<file path="config.mk">
export PLATFORM = sky130hd
export DESIGN_NAME = vga_frame_scheduler
export DESIGN_NICKNAME = d
export VERILOG_FILES = /design/src/rtl/vga_frame_scheduler.sv
export SDC_FILE = /design/constraint.sdc
export NUM_CORES = 1
export LEC_CHECK = 0
export CAP_MARGIN = 20
export CORE_MARGIN = 2
export CORE_UTILIZATION = 53
export DETAILED_ROUTE_END_ITERATION = 10
export GPL_ROUTABILITY_DRIVEN = 0
export PLACE_DENSITY = 0.86
export SETUP_SLACK_MARGIN = 0.2
export SKIP_CTS_REPAIR_TIMING = 1
export SLEW_MARGIN = 10
export SYNTH_ARGS = -nofsm -noshare
export SYNTH_HDL_FRONTEND = slang
export SYNTH_SLANG_ARGS = --single-unit
</file>
<file path="constraint.sdc">
create_clock -name clk_25MHz -period 4.1 [get_ports clk_25MHz]
set_input_delay 0.82 -clock clk_25MHz [delete_from_list [all_inputs] [get_ports clk_25MHz]]
set_output_delay 0.82 -clock clk_25MHz [all_outputs]
set_load 0.02 [all_outputs]
</file>
<file path="src/rtl/vga_frame_scheduler.sv">
// VGA 640x480 timing generator with a per-frame update handshake toward game logic.
// All outputs are registered from the next-count values so they align with pixel_x/pixel_y.
module vga_frame_scheduler #(
    parameter int H_ACTIVE = 640,
    parameter int H_FP     = 16,
    parameter int H_SYNC   = 96,
    parameter int H_BP     = 48,
    parameter int V_ACTIVE = 480,
    parameter int V_FP     = 10,
    parameter int V_SYNC   = 2,
    parameter int V_BP     = 33
) (
    input  logic        clk_25MHz,
    input  logic        rst_n,
    input  logic        upd_ack,
    output logic        hsync,
    output logic        vsync,
    output logic        video_on,
    output logic [9:0]  pixel_x,
    output logic [9:0]  pixel_y,
    output logic        frame_start,
    output logic        upd_req,
    output logic        overrun,
    output logic [15:0] frame_count,
    output logic [7:0]  missed_count
);

    localparam int H_TOTAL = H_ACTIVE + H_FP + H_SYNC + H_BP;
    localparam int V_TOTAL = V_ACTIVE + V_FP + V_SYNC + V_BP;

    localparam logic [9:0] H_LAST     = 10'(H_TOTAL - 1);
    localparam logic [9:0] V_LAST     = 10'(V_TOTAL - 1);
    localparam logic [9:0] H_VIS      = 10'(H_ACTIVE);
    localparam logic [9:0] V_VIS      = 10'(V_ACTIVE);
    localparam logic [9:0] HS_START   = 10'(H_ACTIVE + H_FP);
    localparam logic [9:0] HS_END     = 10'(H_ACTIVE + H_FP + H_SYNC - 1);
    localparam logic [9:0] VS_START   = 10'(V_ACTIVE + V_FP);
    localparam logic [9:0] VS_END     = 10'(V_ACTIVE + V_FP + V_SYNC - 1);

    typedef enum logic [1:0] {
        IDLE = 2'd0,
        REQ  = 2'd1,
        DONE = 2'd2
    } state_t;

    state_t      state, state_next;
    logic [9:0]  x_next, y_next;
    logic        at_origin, at_vblank, overrun_next;

    always_comb begin
        x_next = pixel_x + 10'd1;
        y_next = pixel_y;
        if (pixel_x == H_LAST) begin
            x_next = 10'd0;
            y_next = (pixel_y == V_LAST) ? 10'd0 : pixel_y + 10'd1;
        end
        at_origin = (x_next == 10'd0) && (y_next == 10'd0);
        at_vblank = (x_next == 10'd0) && (y_next == V_VIS);
    end

    // Ack sampled on the deadline edge beats the deadline itself.
    always_comb begin
        state_next   = state;
        overrun_next = 1'b0;
        case (state)
            IDLE: if (at_vblank) state_next = REQ;
            REQ: begin
                if (upd_ack) begin
                    state_next = at_origin ? IDLE : DONE;
                end else if (at_origin) begin
                    state_next   = IDLE;
                    overrun_next = 1'b1;
                end
            end
            DONE: if (at_origin) state_next = IDLE;
            default: state_next = IDLE;
        endcase
    end

    always_ff @(posedge clk_25MHz) begin
        if (!rst_n) begin
            state        <= IDLE;
            pixel_x      <= 10'd0;
            pixel_y      <= 10'd0;
            hsync        <= 1'b1;
            vsync        <= 1'b1;
            video_on     <= 1'b1;
            frame_start  <= 1'b0;
            upd_req      <= 1'b0;
            overrun      <= 1'b0;
            frame_count  <= 16'd0;
            missed_count <= 8'd0;
        end else begin
            state       <= state_next;
            pixel_x     <= x_next;
            pixel_y     <= y_next;
            hsync       <= !((x_next >= HS_START) && (x_next <= HS_END));
            vsync       <= !((y_next >= VS_START) && (y_next <= VS_END));
            video_on    <= (x_next < H_VIS) && (y_next < V_VIS);
            frame_start <= at_origin;
            upd_req     <= (state_next == REQ);
            overrun     <= overrun_next;
            if (at_origin)
                frame_count <= frame_count + 16'd1;
            if (overrun_next && (missed_count != 8'hFF))
                missed_count <= missed_count + 8'd1;
        end
    end

endmodule

</file>
==> summary.md <==
| Metric | Value |
|---|---|
| Syn Nets | `367` |
| Crit path setup slack, layout | `547 ps` |
| Die Span Y | `78.3 microns` |
| WHS Endpoint | `frame_count[15]` |
| Hold Crit Depth | `2` |
| Dpl ws | `476 ps` |
| Unrepaired setup endpoints after global routing | `false` |
| Maxcap violations | `0` |
| GRT Resource Usage Total | `0.251` |
| Fin. Hold Viols | `0` |
| Syn Inst Count | `357` |
| Vias | `2969` |
| Area growth from synthesis to layout | `22.2%` |
| Footprint of the multi-input gates | `0.00171 sq mm` |
| Tightest Hold Check Type | `flip-flop to flip-flop` |
| First-pass GRT wire length | `12600 microns` |
| FF/Latch Area | `0.00104 sq mm` |
| Top cell type by total area after synthesis | `dfxtp_1` |
| Slew @ Worst Pin | `678 ps` |
| Sw frac | `0.234` |
| Top cells by area, synth | `dfxtp_1 36%, a21oi_1 6.3%, o31ai_1 4.9%` |
| Synth cell types | `50` |
| CP max FO | `30` |
| DRT iter0 DRCs | `386` |
| Number of cells on the worst reg-to-reg path | `9` |
| P_leak | `1.17 nW` |
| Yosys warning count | `0` |
| PortBufs | `52` |
| Mapped Avg Cell Area | `8.19 sq um` |
| Slew margin rel. | `0.547` |
| Sequential share of power | `0.554` |
| Num CTS Buffers | `5` |
| Total Routed Length | `7480 microns` |
| Ports | `53` |
| Via density | `6.38` |
| Worst-skew pair later-pin latency | `310 ps` |
| Crit path capture type | `flip-flop` |
| Floorplan Core Area | `0.00541 sq mm` |
| Switching power | `218 uW` |
| Share of layout cells above drive strength 1 | `0.0560` |
| Crit path arrival time | `3790 ps` |
| Num Clock Sinks | `52` |
| Combinational power share | `0.063` |
| Post-synth EDFFs | `0` |
| Minimum clock period | `3550 ps` |
| Rows | `27` |
| Synth Register Bits | `52` |
| CTS Buffer Depth | `2` |
| CTS tree | `done` |
| CTS root buffer | `clkbuf_8` |
| Reg2reg start | `pixel_x[0]` |
| Peak VDD IR | `0.000266 V` |
| WL/cell | `16.1 microns` |
| CTS HTree Levels | `2` |
| Final net count | `402` |
| Total gr overflow | `0` |
| Top achievable clock speed | `281 MHz` |
| Setup TNS | `0 ps` |
| Worst-path clk slew | `100 ps` |
| Antenna Cells | `0` |
| DP HPWL | `4980 microns` |
| R2r setup slk | `550 ps` |
| Chip Width | `78.3 microns` |
| Initial cell density of the core | `0.541` |
| Tcrit/Tclk final | `0.866` |
| Final slew viol count | `0` |
| Post-synth ARST share | `0` |
| Worst setup SP type | `flip-flop` |
| Clock power frac | `0.383` |
| Largest net degree at the start of global routing | `42` |
| Antenna violations before repair | `0` |
| Synth top area share | `0.356` |
| Clk_skew | `8.53 ps` |
| CP required | `4330 ps` |
| Residual DRC count | `0` |
| Sequential cell area fraction in the yosys report | `0.356` |
| Power Density | `261 mW/mm^2` |
| Setup violators final | `0` |
| HP Start | `frame_count[15]` |
| Filler cell count | `473` |
| Reg2reg end | `missed_count[7]` |
| Iteration count of the initial detailed-routing pass | `5` |
| Number of global-route vias before repair | `2622` |
| Mapped Area | `0.00293 sq mm` |
| Status | `completed` |
| Final ANT Viol Nets | `0` |
| Die area | `0.00613 sq mm` |
| Ys flop type | `dfxtp_1` |
| Critical path class | `flip-flop to flip-flop` |
| Pint | `714 uW` |
-- worst max-delay path by stage --
stage	startpoint	endpoint	slack [ps]	depth (start not counted)
after floorplan	pixel_x[0]	frame_count[10]	1110	10
after global placement	pixel_x[0]	frame_count[10]	610	8
after detailed placement	pixel_x[0]	frame_count[4]	480	8
after CTS	pixel_x[0]	frame_count[12]	440	8
after global routing	pixel_x[0]	missed_count[7]	280	9
final	pixel_x[0]	missed_count[7]	550	9
-- synth_stat cells (all sizes together), types with 3 or more instances --
library cell  number
a211oi             5
xnor2             10
nand2b             7
inv               10
o21ai             12
nor2              20
or4               14
clkbuf            20
ha                 7
a21oi             37
nand3             20
nor4               4
o211ai             4
nor2b              4
buf               11
nand2             16
and4               5
dfxtp             52
a31oi              4
nand4             14
o31ai             19
nor4b              3
nor3              10
nand4b             6
and2               8
and3              12
or3                4
-- critical path: stages, from the launching register on --
cell	delay, ps
dfxtp_1	460
ha_1	320
and4_1	330
nand3_1	350
nor4b_1	450
o211ai_2	140
a211o_1	480
buf_16	240
or4_1	510
a21oi_1	190
-- area by class of cell --
cell class	count	area share
multi-input cells	264	0.477
clock inverters	2	0.00980
well taps	72	0.0252
flip-flops and latches	52	0.291
clock buffers	6	0.0203
repair buffers	59	0.166
inverters	10	0.0105
-- sequential cells by signal, summed over array words and instances, names as in the netlist --
signal,flops
frame_start,1
state,2
hsync,1
pixel_y,10
frame_count,16
overrun,1
video_on,1
missed_count,8
vsync,1
upd_req,1
pixel_x,10
-- logic make-up after synthesis --
logic type               after synthesis  synth area share
buffers and inverters                 41            0.0612
flip-flops                            52             0.356
AND/OR/NAND/NOR                      151             0.309
AO/OA/AOI/OAI                         94             0.208
adder cells (fa/ha/maj)                7            0.0299
XOR/XNOR                              11            0.0329
multiplexers                           1           0.00342
-- metrics by stage --
step	instance area, sq um	hold slack [ps]	power, mW	util	std cells
after floorplan	2930	488	0.563	-	357
after global placement	3440	470	0.582	0.636	456
after detailed placement	3440	474	0.583	0.636	456
after CTS	3550	493	0.932	0.656	464
after global routing	3570	520	0.965	0.661	465
final	3570	492	0.932	0.661	465
-- power groups by stage --
stage | registers (mW) | clock network, mW | logic [mW]
floorplan | 0.532 | 0 | 0.0309
global placement | 0.527 | 0 | 0.0547
detailed placement | 0.528 | 0 | 0.0554
CTS | 0.516 | 0.360 | 0.0558
global route | 0.517 | 0.384 | 0.0644
finish | 0.516 | 0.357 | 0.0592
-- layer usage --
layer | global-route usage | part of all wire | routed length [microns]
met3 | 0.0494 | 0.066 | 492
met2 | 0.397 | 0.47 | 3510
met5 | 0 | 0 | 0
met1 | 0.340 | 0.45 | 3340
met4 | 0.0930 | 0.019 | 140
-- placed cells by master (no fill, tap or decap), types with 8 or more instances in the layout --
| cell | Yosys | layout |
|---|---|---|
| a21oi_1 | 37 | 37 |
| nand2_1 | 16 | 16 |
| inv_1 | 10 | 10 |
| nor3_1 | 8 | 8 |
| or4_1 | 14 | 14 |
| xnor2_1 | 10 | 10 |
| nor2_1 | 20 | 20 |
| and3_1 | 12 | 12 |
| clkdlybuf4s50_1 | 0 | 52 |
| dfxtp_1 | 52 | 52 |
| nand3_1 | 20 | 20 |
| o31ai_1 | 19 | 19 |
| nand4_1 | 14 | 14 |
| o21ai_0 | 12 | 12 |
Power figures use the tool's default switching activity.
